## src/rtl/cpu_instr_fetch.sv

```systemverilog
// cpu_instr_fetch: 6502 instruction fetch stage feeding the execute (IE) stage.
// Reads the opcode and operand bytes one at a time, starting at RESET_PC. It decodes
// the instruction length from the opcode and hands IE a complete bundle over valid/ready.
// Ports:
//   i_clk, i_rst           clock (rising edge), synchronous active-low reset
//   o_mem_addr, o_mem_rd_en read request to CPU memory; data returns one cycle later
//   i_mem_rd_data          read data byte
//   o_instr_valid/i_instr_ready  bundle handshake towards IE
//   o_instr_opcode/_operand/_len/_pc  instruction bundle
//   i_redirect_en/i_redirect_pc  fetch restart request from IE
module cpu_instr_fetch #(
    parameter logic [15:0] RESET_PC = 16'h0200
) (
    input  logic        i_clk,
    input  logic        i_rst,
    output logic [15:0] o_mem_addr,
    output logic        o_mem_rd_en,
    input  logic [7:0]  i_mem_rd_data,
    output logic        o_instr_valid,
    input  logic        i_instr_ready,
    output logic [7:0]  o_instr_opcode,
    output logic [15:0] o_instr_operand,
    output logic [1:0]  o_instr_len,
    output logic [15:0] o_instr_pc,
    input  logic        i_redirect_en,
    input  logic [15:0] i_redirect_pc
);

    localparam int unsigned ADDR_W = 16;
    localparam int unsigned DATA_W = 8;
    localparam int unsigned LEN_W  = 2;
    localparam int unsigned IDX_W  = 2;

    typedef enum logic [1:0] {
        ST_START   = 2'd0,
        ST_ISSUE   = 2'd1,
        ST_CAPTURE = 2'd2,
        ST_OUT     = 2'd3
    } state_t;

    state_t                r_state;
    state_t                w_next_state;
    logic [ADDR_W-1:0]     r_pc;
    logic [IDX_W-1:0]      r_idx;
    logic [DATA_W-1:0]     r_opcode;
    logic [2*DATA_W-1:0]   r_operand;
    logic [LEN_W-1:0]      r_len;
    logic [ADDR_W-1:0]     r_instr_pc;
    logic [LEN_W-1:0]      w_dec_len;
    logic [LEN_W-1:0]      w_cur_len;
    logic                  w_last_byte;
    logic                  w_redirect;

    // Instruction length from the aaabbbcc opcode fields.
    function automatic logic [LEN_W-1:0] decode_len(input logic [DATA_W-1:0] op);
        logic [1:0] cc;
        logic [2:0] bbb;
        cc  = op[1:0];
        bbb = op[4:2];
        decode_len = LEN_W'(2);
        if (cc == 2'b11) begin
            decode_len = LEN_W'(1);
        end else if (cc == 2'b01) begin
            decode_len = (bbb == 3'b011 || bbb == 3'b110 || bbb == 3'b111) ? LEN_W'(3) : LEN_W'(2);
        end else begin
            case (bbb)
                3'b000: begin
                    if (op == 8'h20)
                        decode_len = LEN_W'(3);
                    else if (op == 8'h00 || op == 8'h40 || op == 8'h60)
                        decode_len = LEN_W'(1);
                    else
                        decode_len = LEN_W'(2);
                end
                3'b001, 3'b100, 3'b101: decode_len = LEN_W'(2);
                3'b010, 3'b110:         decode_len = LEN_W'(1);
                default:                decode_len = LEN_W'(3);
            endcase
        end
    endfunction

    // While capturing the opcode the length is not registered yet, so use the live decode.
    always_comb begin
        w_dec_len   = decode_len(i_mem_rd_data);
        w_cur_len   = (r_idx == '0) ? w_dec_len : r_len;
        w_last_byte = (3'(r_idx) + 3'd1) >= 3'(w_cur_len);
        w_redirect  = i_redirect_en && (r_state != ST_START);
    end

    // State register.
    always_ff @(posedge i_clk) begin
        if (!i_rst) r_state <= ST_START;
        else        r_state <= w_next_state;
    end

    // Next-state logic; a redirect overrides everything outside START.
    always_comb begin
        w_next_state = r_state;
        case (r_state)
            ST_START:   w_next_state = ST_ISSUE;
            ST_ISSUE:   w_next_state = ST_CAPTURE;
            ST_CAPTURE: w_next_state = w_last_byte ? ST_OUT : ST_ISSUE;
            ST_OUT:     if (i_instr_ready) w_next_state = ST_ISSUE;
            default:    w_next_state = ST_START;
        endcase
        if (w_redirect) w_next_state = ST_ISSUE;
    end

    // Outputs decoded from state and datapath registers.
    always_comb begin
        o_mem_rd_en     = (r_state == ST_ISSUE);
        o_mem_addr      = (r_state == ST_ISSUE) ? r_pc : '0;
        o_instr_valid   = (r_state == ST_OUT);
        o_instr_opcode  = r_opcode;
        o_instr_operand = r_operand;
        o_instr_len     = r_len;
        o_instr_pc      = r_instr_pc;
    end

    // Fetch datapath: pc, byte slot index and the instruction bundle.
    always_ff @(posedge i_clk) begin
        if (!i_rst) begin
            r_pc       <= RESET_PC;
            r_idx      <= '0;
            r_opcode   <= '0;
            r_operand  <= '0;
            r_len      <= '0;
            r_instr_pc <= '0;
        end else if (w_redirect) begin
            r_pc      <= i_redirect_pc;
            r_idx     <= '0;
            r_operand <= '0;
        end else begin
            case (r_state)
                ST_CAPTURE: begin
                    r_pc  <= r_pc + ADDR_W'(1);
                    r_idx <= r_idx + IDX_W'(1);
                    case (r_idx)
                        2'd0: begin
                            r_opcode   <= i_mem_rd_data;
                            r_instr_pc <= r_pc;
                            r_len      <= w_dec_len;
                        end
                        2'd1:    r_operand[DATA_W-1:0]        <= i_mem_rd_data;
                        default: r_operand[2*DATA_W-1:DATA_W] <= i_mem_rd_data;
                    endcase
                end
                ST_OUT: begin
                    if (i_instr_ready) begin
                        r_operand <= '0;
                        r_idx     <= '0;
                    end
                end
                default: ;
            endcase
        end
    end

endmodule

```

## config.mk

```make
export PLATFORM = sky130hd
export DESIGN_NAME = cpu_instr_fetch
export DESIGN_NICKNAME = d
export VERILOG_FILES = /design/src/rtl/cpu_instr_fetch.sv
export SDC_FILE = /design/constraint.sdc
export NUM_CORES = 1
export LEC_CHECK = 0
export BUFFER_PORTS_ARGS = -buffer_cell sky130_fd_sc_hd__buf_2
export CAP_MARGIN = 20
export CORE_MARGIN = 2
export CORE_UTILIZATION = 35
export CTS_BUF_LIST = sky130_fd_sc_hd__clkbuf_16
export DETAILED_ROUTE_END_ITERATION = 8
export PLACE_DENSITY_LB_ADDON = 0.15
export SYNTH_ARGS = -nofsm -noshare
export SYNTH_HDL_FRONTEND = slang
export SYNTH_SLANG_ARGS = --single-unit
```

## constraint.sdc

```tcl
create_clock -name i_clk -period 2.5 [get_ports i_clk]
set_input_delay 0.5 -clock i_clk [delete_from_list [all_inputs] [get_ports i_clk]]
set_output_delay 0.5 -clock i_clk [all_outputs]
set_load 0.02 [all_outputs]
```

Yosys cells after proc, flatten, opt, wreduce, memory -nomap -nowiden
Index checks and enable logic that the tools add are counted.
{ "word_totals": {"word_cells": 76, "n_memories": 0, "register_bits": 62, "latchBits": 0, "romBits": 0, "mem_bits_rw": 0, "input_bits": 28, "output_inout_bits": 60} }
{ "op_classes": {"n_div": 0, "multipliers": 0, "bitwise_logic": 2, "reduce_logical": 21, "mux": 20, "n_shift": 0, "n_lt_le_gt_ge": 1, "n_eq_ne": 20, "add_sub_neg": 3} }
{ "ops": {"columns": ["operator", "n"], "rows": [
  ["16-bit two-way mux", 4],
  ["16-bit one-hot mux with 2 select lines", 1],
  ["16-bit by 1-bit adder with 16-bit output, second input constant", 1],
  ["8-bit by 7-bit equality test with 1-bit output, second input constant", 2],
  ["2-bit two-way mux", 8],
  ["8-bit two-way mux", 2],
  ["3-bit equality test, second input constant", 4],
  ["3-bit AND reduction", 3],
  ["8-bit by 6-bit equality test with 1-bit output, second input constant", 1],
  ["8-bit zero test", 1],
  ["2-bit one-hot mux with 4 select lines", 1],
  ["2-bit by 1-bit equality test with 1-bit output, second input constant", 3],
  ["2-bit equality test, second input constant", 3],
  ["3-bit by 2-bit equality test with 1-bit output, second input constant", 2],
  ["2-bit one-hot mux with 3 select lines", 1],
  ["2-bit nonzero test", 3],
  ["2-bit OR reduction", 3],
  ["2-bit zero test", 2],
  ["1-bit logical OR", 4],
  ["2-bit != test, second input constant", 2],
  ["2-bit one-hot mux with 2 select lines", 1],
  ["2-bit AND reduction", 2],
  ["2-bit by 1-bit adder with 3-bit output, second input constant", 1],
  ["3-bit by 1-bit equality test with 1-bit output, second input constant", 1],
  ["other kinds (9)", 11]
]} }

Logic depth before layout (Yosys ltp)
Gate-level depths: netlist of run 1.
{ "logic_depth": {"depth_word": 13, "ltp_mapped": 10, "depth_no_buf": 10} }

Worst setup path after synthesis of run 1
No wires, ideal clock.
{ "synth_path": {"path_kind": "in2reg", "start": "input port i_mem_rd_data[1]", "end": "register r_state[1]", "arrival_time_ps": 2193, "path_slack_ps": 182, "cell_stages": 10, "setup_time_ps": 124, "n_path_buf": 0, "required_ps": 2376, "path_cell_list": "nor4_1 a221oi_1 a21oi_1 nand2_1 o21ai_0 fa_1 a31o_2 a21oi_1 o22ai_1 nor2b_1"} }
{ "synth_between": {"elab_chain_cells": 12, "elab_cells_between_ends": 17, "classes_between": "order compare (1); eq/ne (5); mux (8); reduce/logical (3)"} }
{ "synth_rtl": {"columns": ["item", "line_no", "text"], "rows": [
  ["from (decl)", "18", "input logic [7:0] i_mem_rd_data,"],
  ["8-bit by 7-bit equality test with 1-bit output or 8-bit zero test (tied branches)", "70", "else if (op == 8'h00 || op == 8'h40 || op == 8'h60)"],
  ["1-bit logical OR (2 in a row)", "70", null],
  ["2-bit two-way mux", "70", null],
  ["2-bit two-way mux", "68", "if (op == 8'h20)"],
  ["2-bit one-hot mux with 3 select lines", "66", "case (bbb)"],
  ["2-bit two-way mux", "63", "end else if (cc == 2'b01) begin"],
  ["2-bit two-way mux (*)", "61", "if (cc == 2'b11) begin"],
  ["2-bit two-way mux (*)", null, null],
  ["3-bit by 2-bit greater-or-equal comparator with 1-bit output (*)", "86", "w_last_byte = (3'(r_idx) + 3'd1) >= 3'(w_cur_len);"],
  ["2-bit two-way mux (*)", "102", "ST_CAPTURE: w_next_state = w_last_byte ? ST_OUT : ST_ISSUE;"],
  ["2-bit one-hot mux with 4 select lines (*)", "99", "case (r_state)"],
  ["to (signal assigned)", "93", "else r_state <= w_next_state;"],
  ["to (decl)", "41", "state_t r_state;"]
]} }
Mark *: on every way between the ends. The rest lies on a longest branch, timed or not.
A chain may end at the register's enable or synchronous reset.

Worst setup path after layout of run 1
Ends and elaborated chain as after synthesis.

==> results.py, run 1 <==
metrics = {
    "cells_and_area": {
        "area_delta_synth_final_pct": 29.8,
        "multi_input_comb_area_um2": 1650,
        "antenna_cells": 0,
        "nNetsFinal": 518,
        "layoutNonFillerInstCount": 589,
        "regArea_um2": 1240,
        "layout-drive-gt1-share_pct": 26.9,
        "fill_cells": 868,
        "stdcell_area_um2": 3940,
        "final_cell_mix": "buf_2 (87), nand2_1 (66), dfxtp_1 (62), a21oi_1 (48), nor2_1 (38)",
        "mostFrequentLayoutCell": "buf_2",
    },
    "sta": {
        "fmax_mhz": 438,
        "hold_viol_final": 0,
        "finalCriticalPeriod_ns": 2.29,
        "fin_tns_setup_ns": 0,
        "finalSetupViolCount": 0,
        "layout_setup_ws_ns": 0.215,
        "relSlewSlack_pct": 51.4,
        "period_share_pct": 91.4,
        "rsz0062_at_grt": "false",
        "whs_ns": 0.437,
        "drv_slew": 0,
        "worstMarginPinSlew_ns": 0.730,
        "skew_ns": 0.00394,
    },
    "yosys": {
        "synth_top_area_cell": "dfxtp_1",
        "synth-edff-count": 0,
        "syn_area_um2": 3040,
        "async_flop_share_pct": 0,
        "ys_types": 45,
        "syn_area_per_cell_um2": 7.89,
        "ys.flop_type": "dfxtp_1",
        "synth_top_area_share_pct": 40.8,
        "synthTopCellsByArea": "dfxtp_1 (41%), nand2_1 (8.2%), a21oi_1 (7.9%)",
        "synth_nets": 424,
        "ys_warn_count": 0,
        "synth_seq_area_share_pct": 40.8,
        "synth_cells": 385,
        "synth-seq-cells": 62,
    },
    "clock_tree": {
        "clock_latency_ns": 0.33,
        "h-tree-depth": 3,
        "cts-root-buf": "clkbuf_16",
        "cts_resized": 0,
        "cts_inserted_buffers": 9,
        "cts_sinks": 62,
        "ctsHoldBuffers": 0,
        "clock_path_buffers": 2,
        "clk_pin_slew_ns": 0.05,
        "post_cts_buffers": 0,
        "cts_tree": "yes",
    },
    "outcome": {
        "outcome": "finished, final reports clean",
    },
    "power": {
        "cellLeakagePower_uw": 0.00174,
        "seqPwrFrac_pct": 40.6,
        "p_sw_uw": 708,
        "p_int_uw": 1920,
        "power_density_nw_per_um2": 666,
        "ir_drop_uv": 334,
        "p_sw_share_pct": 27.0,
        "p_clk_share_pct": 46.5,
        "pwr-share-comb_pct": 12.8,
    },
    "detailed_routing": {
        "drt_first_pass_iters": 4,
        "drt-total-wl_um": 8480,
        "antenna_left": 0,
        "vias": 2976,
        "wire_per_inst_um": 14.4,
        "drc": 0,
        "dr.first_iter.drc_count": 89,
        "viasPerCell": 5.05,
    },
    "floorplanning": {
        "core_area_um2": 8300,
        "dieWidth_um": 97.2,
        "die_height_um": 97.2,
        "die_area_um2": 9440,
        "std_cell_rows": 33,
        "start_util_pct": 36.6,
        "num_io_pins": 88,
    },
    "critical_path": {
        "crit_start": "i_mem_rd_data[1]",
        "worst_r2r_endpoint": "r_state[1]$_SDFFE_PP0P_",
        "cp_slowest_stage_delay_ns": 0.45,
        "setup.worst_path.end_class": "flip-flop",
        "crit_arrival_ns": 2.48,
        "required_ns": 2.69,
        "critPathMaxFanout": 2,
        "cpMostUsedCell": "a21oi_1",
        "endpoint": "r_state[1]$_SDFFE_PP0P_",
        "cp_cell_sequence": "buf_2, nor4_1, a221oi_1, a21oi_1, nand2_1, o21ai_0, fa_1, a31o_2, a21oi_1, o22ai_1, nor2b_1",
        "crit_slowest_cell": "fa_1",
        "r2r_cells": 10,
        "path_class": "primary input to flip-flop",
        "crit_path_start_kind": "primary input",
        "rrSetupSlack_ns": 0.33,
        "r2r_start": "r_idx[1]$_SDFFE_PP0P_",
    },
    "hold_path": {
        "hold_class": "primary input to flip-flop",
    },
    "job": {
        "max-cap-violations": 0,
    },
    "global_route": {
        "grt_overflow": 0,
        "grt_start_max_net_pins": 25,
        "grt_pass1_wl_um": 13900,
        "antenna_found_initial": 0,
        "grt_use_total_pct": 18.3,
        "grt_pass1_vias": 2760,
    },
    "placed_design": {
        "place.gp.congestion": 0.794,
        "dp_cells": 573,
        "portBuffers": 87,
        "hpwl_um": 6180,
        "post_dp_cell_area_um2": 3650,
        "dp_slack_ns": -0.119,
    },
}
-- layer usage --
metal | GRT usage, % | vias up | share of wire [%]
li1 | - | 1508 | -
met1 | 23.7 | 1388 | 46
met2 | 29.9 | 68 | 48
met3 | 3.24 | 12 | 4.2
met4 | 7.80 | 0 | 1.7
met5 | 0 | - | 0
-- sequential cells by signal, indices dropped and copies added, names as in the netlist --
name             cells
o_instr_operand     16
o_instr_pc          16
r_idx                2
o_instr_opcode       8
r_state              2
o_instr_len          2
r_pc                16
-- critical path, delay by kind of cell --
kind	cells	cell delay, ns
compound gates	6	0.87
fa+ha+maj	1	0.45
buf+inv	1	0.11
simple gates	3	0.56
-- layout make-up --
type | instances | area share [%]
multi-input cells | 286 | 41.8
inverters | 13 | 1.24
clock buffers | 9 | 5.71
repair buffers | 107 | 14.8
well taps | 105 | 3.33
flip-flops and latches | 62 | 31.5
clock inverters | 7 | 1.65
-- synth_stat cells (2+ instances only) --
| master | instances |
|---|---|
| nand3_1 | 12 |
| o221a_2 | 3 |
| and2_1 | 19 |
| nor4_1 | 2 |
| and3_1 | 4 |
| o21ai_0 | 13 |
| clkbuf_1 | 18 |
| nor2_1 | 38 |
| o22ai_1 | 3 |
| buf_4 | 2 |
| ha_1 | 10 |
| a22oi_1 | 2 |
| buf_2 | 4 |
| a31oi_1 | 5 |
| o31ai_1 | 2 |
| o311ai_0 | 2 |
| or4_1 | 2 |
| nor3_1 | 5 |
| mux2i_1 | 17 |
| a21oi_1 | 48 |
| inv_1 | 13 |
| dfxtp_1 | 62 |
| nand2_1 | 66 |
| nand2b_1 | 5 |
| nor2b_1 | 8 |
-- power by group through the flow --
stage,Clock [µW],Combinational [µW],Sequential [µW]
floorplan,0,208,1090
global placement,0,337,1090
detailed placement,0,338,1090
CTS,1240,341,1070
finish,1220,337,1070
global route,1290,375,1070
-- stage by stage --
stage / util, % / power, µW
floorplan: - / 1300
global placement: 44.0 / 1420
detailed placement: 44.0 / 1430
CTS: 47.5 / 2650
global route: 47.5 / 2740
finish: 47.5 / 2630
-- how the worst min path moves through the flow --
stage | from | endpoint | slack (ns) | depth (start not counted)
finish | i_redirect_pc[12] | r_pc[12]$_SDFFE_PN0P_ | 0.44 | 3
detailed placement | o_instr_pc[8]$_SDFFE_PN0P_ | o_instr_pc[8]$_SDFFE_PN0P_ | 0.45 | 2
global route | i_mem_rd_data[6] | o_instr_opcode[6]$_SDFFE_PN0P_ | 0.45 | 3
global placement | o_instr_pc[9]$_SDFFE_PN0P_ | o_instr_pc[9]$_SDFFE_PN0P_ | 0.44 | 2
floorplan | r_pc[5]$_SDFFE_PN0P_ | o_instr_pc[5]$_SDFFE_PN0P_ | 0.45 | 2
CTS | i_redirect_pc[12] | r_pc[12]$_SDFFE_PN0P_ | 0.43 | 3
-- cells by family (layout without fill, tap and decap cells) --
kind of cell / count (synthesis) / after routing / synth area share [%]
AO/OA/AOI/OAI: 90 / 90 / 17.8
adder cells (fa/ha/maj): 11 / 11 / 4.78
buffers and inverters: 37 / 136 / 4.98
flip-flops: 62 / 62 / 40.8
multiplexers: 17 / 17 / 5.60
AND/OR/NAND/NOR: 168 / 168 / 26.0
No activity file was read; power rests on OpenSTA's default activity.
==> inputs of run 2 (changes only) <==
==> constraint.sdc (replaced) <==
create_clock -name i_clk -period 2.3 [get_ports i_clk]
set_input_delay 0.46 -clock i_clk [delete_from_list [all_inputs] [get_ports i_clk]]
set_output_delay 0.46 -clock i_clk [all_outputs]
set_load 0.02 [all_outputs]
==> run 2 against run 1 <==
Critical path depth unchanged. Clock-buffer cell count unchanged. Utilization increased by 1.6 points. Setup slack got worse by 0.049 ns. Largest cell class unchanged.
==> results.py, run 2 (synthesized netlist as in run 1, its figures left out) <==
metrics = {
    "global_route": {
        "grt_use_total_pct": 17.8,
        "grt_start_max_net_pins": 25,
        "grt_busiest_layer": "met2",
        "grt_pass1_vias": 2840,
        "grtUsageMet3_pct": 3.45,
        "grt_util_met1_pct": 22.5,
        "grt_overflow": 0,
        "antenna_found_initial": 0,
        "grt_pass1_wl_um": 13800,
        "gr-usage-met2_pct": 30.3,
    },
    "clock_tree": {
        "cts_inserted_buffers": 9,
        "cts-root-buf": "clkbuf_16",
        "clock_latency_ns": 0.32,
        "ctsHoldBuffers": 0,
        "h-tree-depth": 3,
        "clock_path_buffers": 2,
        "cts_tree": "yes",
        "clk_pin_slew_ns": 0.05,
        "cts_sinks": 62,
    },
    "cells_and_area": {
        "nNetsFinal": 523,
        "regArea_um2": 1240,
        "area_delta_synth_final_pct": 34.0,
        "mostFrequentLayoutCell": "buf_2",
        "final_cell_mix": "buf_2 (87), nand2_1 (66), dfxtp_1 (62), a21oi_1 (48), nor2_1 (38)",
        "antenna_cells": 0,
        "layoutNonFillerInstCount": 594,
        "layout-drive-gt1-share_pct": 28.8,
        "fin_util_pct": 49.1,
        "multi_input_comb_area_um2": 1670,
        "fill_cells": 846,
    },
    "sta": {
        "worstMarginPinSlew_ns": 0.680,
        "whs_ns": 0.405,
        "period_share_pct": 92.8,
        "relSlewSlack_pct": 54.7,
        "fmax_mhz": 468,
        "finalCriticalPeriod_ns": 2.13,
        "rsz0062_at_grt": "false",
        "drv_slew": 0,
        "hold_viol_final": 0,
        "skew_ns": 0.00377,
        "finalSetupViolCount": 0,
    },
    "critical_path": {
        "crit_path_start_kind": "primary input",
        "rrSetupSlack_ns": 0.21,
        "crit_family": "compound AO/OA/AOI/OAI gates",
        "r2r_start": "r_idx[1]$_SDFFE_PP0P_",
        "crit_start": "i_mem_rd_data[1]",
        "required_ns": 2.51,
        "crit_slowest_cell": "fa_1",
        "cp_num_buf_inv": 1,
        "cpMostUsedCell": "a21oi_1",
        "path_class": "primary input to flip-flop",
        "cp_slowest_stage_delay_ns": 0.41,
        "worst_r2r_endpoint": "r_state[1]$_SDFFE_PP0P_",
        "crit_arrival_ns": 2.34,
        "r2r_cells": 10,
        "cp_cell_sequence": "buf_2, nor4_4, a221oi_1, a21oi_1, nand2_1, o21ai_2, fa_1, a31o_2, a21oi_1, o22ai_1, nor2b_1",
        "setup.worst_path.end_class": "flip-flop",
        "critPathMaxFanout": 2,
    },
    "detailed_routing": {
        "drt-total-wl_um": 8420,
        "antenna_left": 0,
        "wire_per_inst_um": 14.2,
        "drc": 0,
        "vias": 2975,
        "drt_first_pass_iters": 4,
        "viasPerCell": 5.01,
        "dr.first_iter.drc_count": 124,
    },
    "hold_path": {
        "min_to": "r_pc[12]$_SDFFE_PN0P_",
        "holdPathStages": 3,
        "hold_class": "primary input to flip-flop",
        "min-delay-start": "i_redirect_pc[12]",
    },
    "outcome": {
        "outcome": "finished, final reports clean",
    },
    "placed_design": {
        "place.gp.congestion": 0.855,
        "hpwl_um": 6240,
        "portBuffers": 87,
        "dp_cells": 577,
    },
    "floorplanning": {
        "num_io_pins": 88,
        "die_height_um": 97.2,
        "std_cell_rows": 33,
        "start_util_pct": 36.6,
        "core_area_um2": 8300,
        "die_area_um2": 9440,
        "dieWidth_um": 97.2,
    },
    "power": {
        "power_density_nw_per_um2": 761,
        "ir_drop_uv": 384,
        "cellLeakagePower_uw": 0.00181,
    },
    "job": {
        "max-cap-violations": 0,
    },
}
-- run 2: power by group --
part	total [µW]	leakage, µW	switching, µW	internal (µW)
Sequential	1160	0.000502	46.1	1110
Clock	1560	0.000170	494	1060
Combinational	383	0.00114	229	154
Total	3100	0.00181	768	2330
-- run 2: layout make-up --
| class | count | share of cell area, % |
|---|---|---|
| Sequential cell | 62 | 30.5 |
| Clock inverter | 7 | 2.98 |
| Multi-Input combinational cell | 286 | 41.0 |
| Tap cell | 105 | 3.22 |
| Timing Repair Buffer | 112 | 15.6 |
| Clock buffer | 9 | 5.53 |
| Inverter | 13 | 1.20 |
-- run 2: timing repair --
action,in CTS,in global routing
gates resized for setup,0,6
hold endpoints to repair,0,0
setup buffers,0,1
endpoints found under the setup margin,0,3
-- run 2: worst max path at each step --
stage	cells past startpoint	endpoint	slack, ns
after floorplan	10	r_state[1]$_SDFFE_PP0P_	0.02
after global placement	11	r_state[1]$_SDFFE_PP0P_	-0.24
after detailed placement	11	r_state[1]$_SDFFE_PP0P_	-0.25
after CTS	11	r_state[1]$_SDFFE_PP0P_	0.003
after global routing	11	r_state[1]$_SDFFE_PP0P_	0.0004
final	11	r_state[1]$_SDFFE_PP0P_	0.17
-- run 2: per-layer routing --
layer	up-vias	wire length [µm]
met5	-	0
li1	1515	-
met4	0	102
met3	11	411
met2	84	4020
met1	1365	3890
-- run 2: stage by stage --
step           setup TNS, ns  area, µm²  setup slack (ns)  power (µW)
2_1_floorplan              0       3040            0.0223        1410
3_3_place_gp          -0.244       3700            -0.244        1560
3_5_place_dp          -0.248       3700            -0.248        1560
4_1_cts                    0       4040           0.00322        3130
5_1_grt                    0       4070          0.000445        3230
6_report                   0       4070             0.165        3100
-- run 2: worst min-delay path, cell delays in order --
cell,delay [ns]
buf_2,0.10
nand2_1,0.05
a31oi_1,0.06
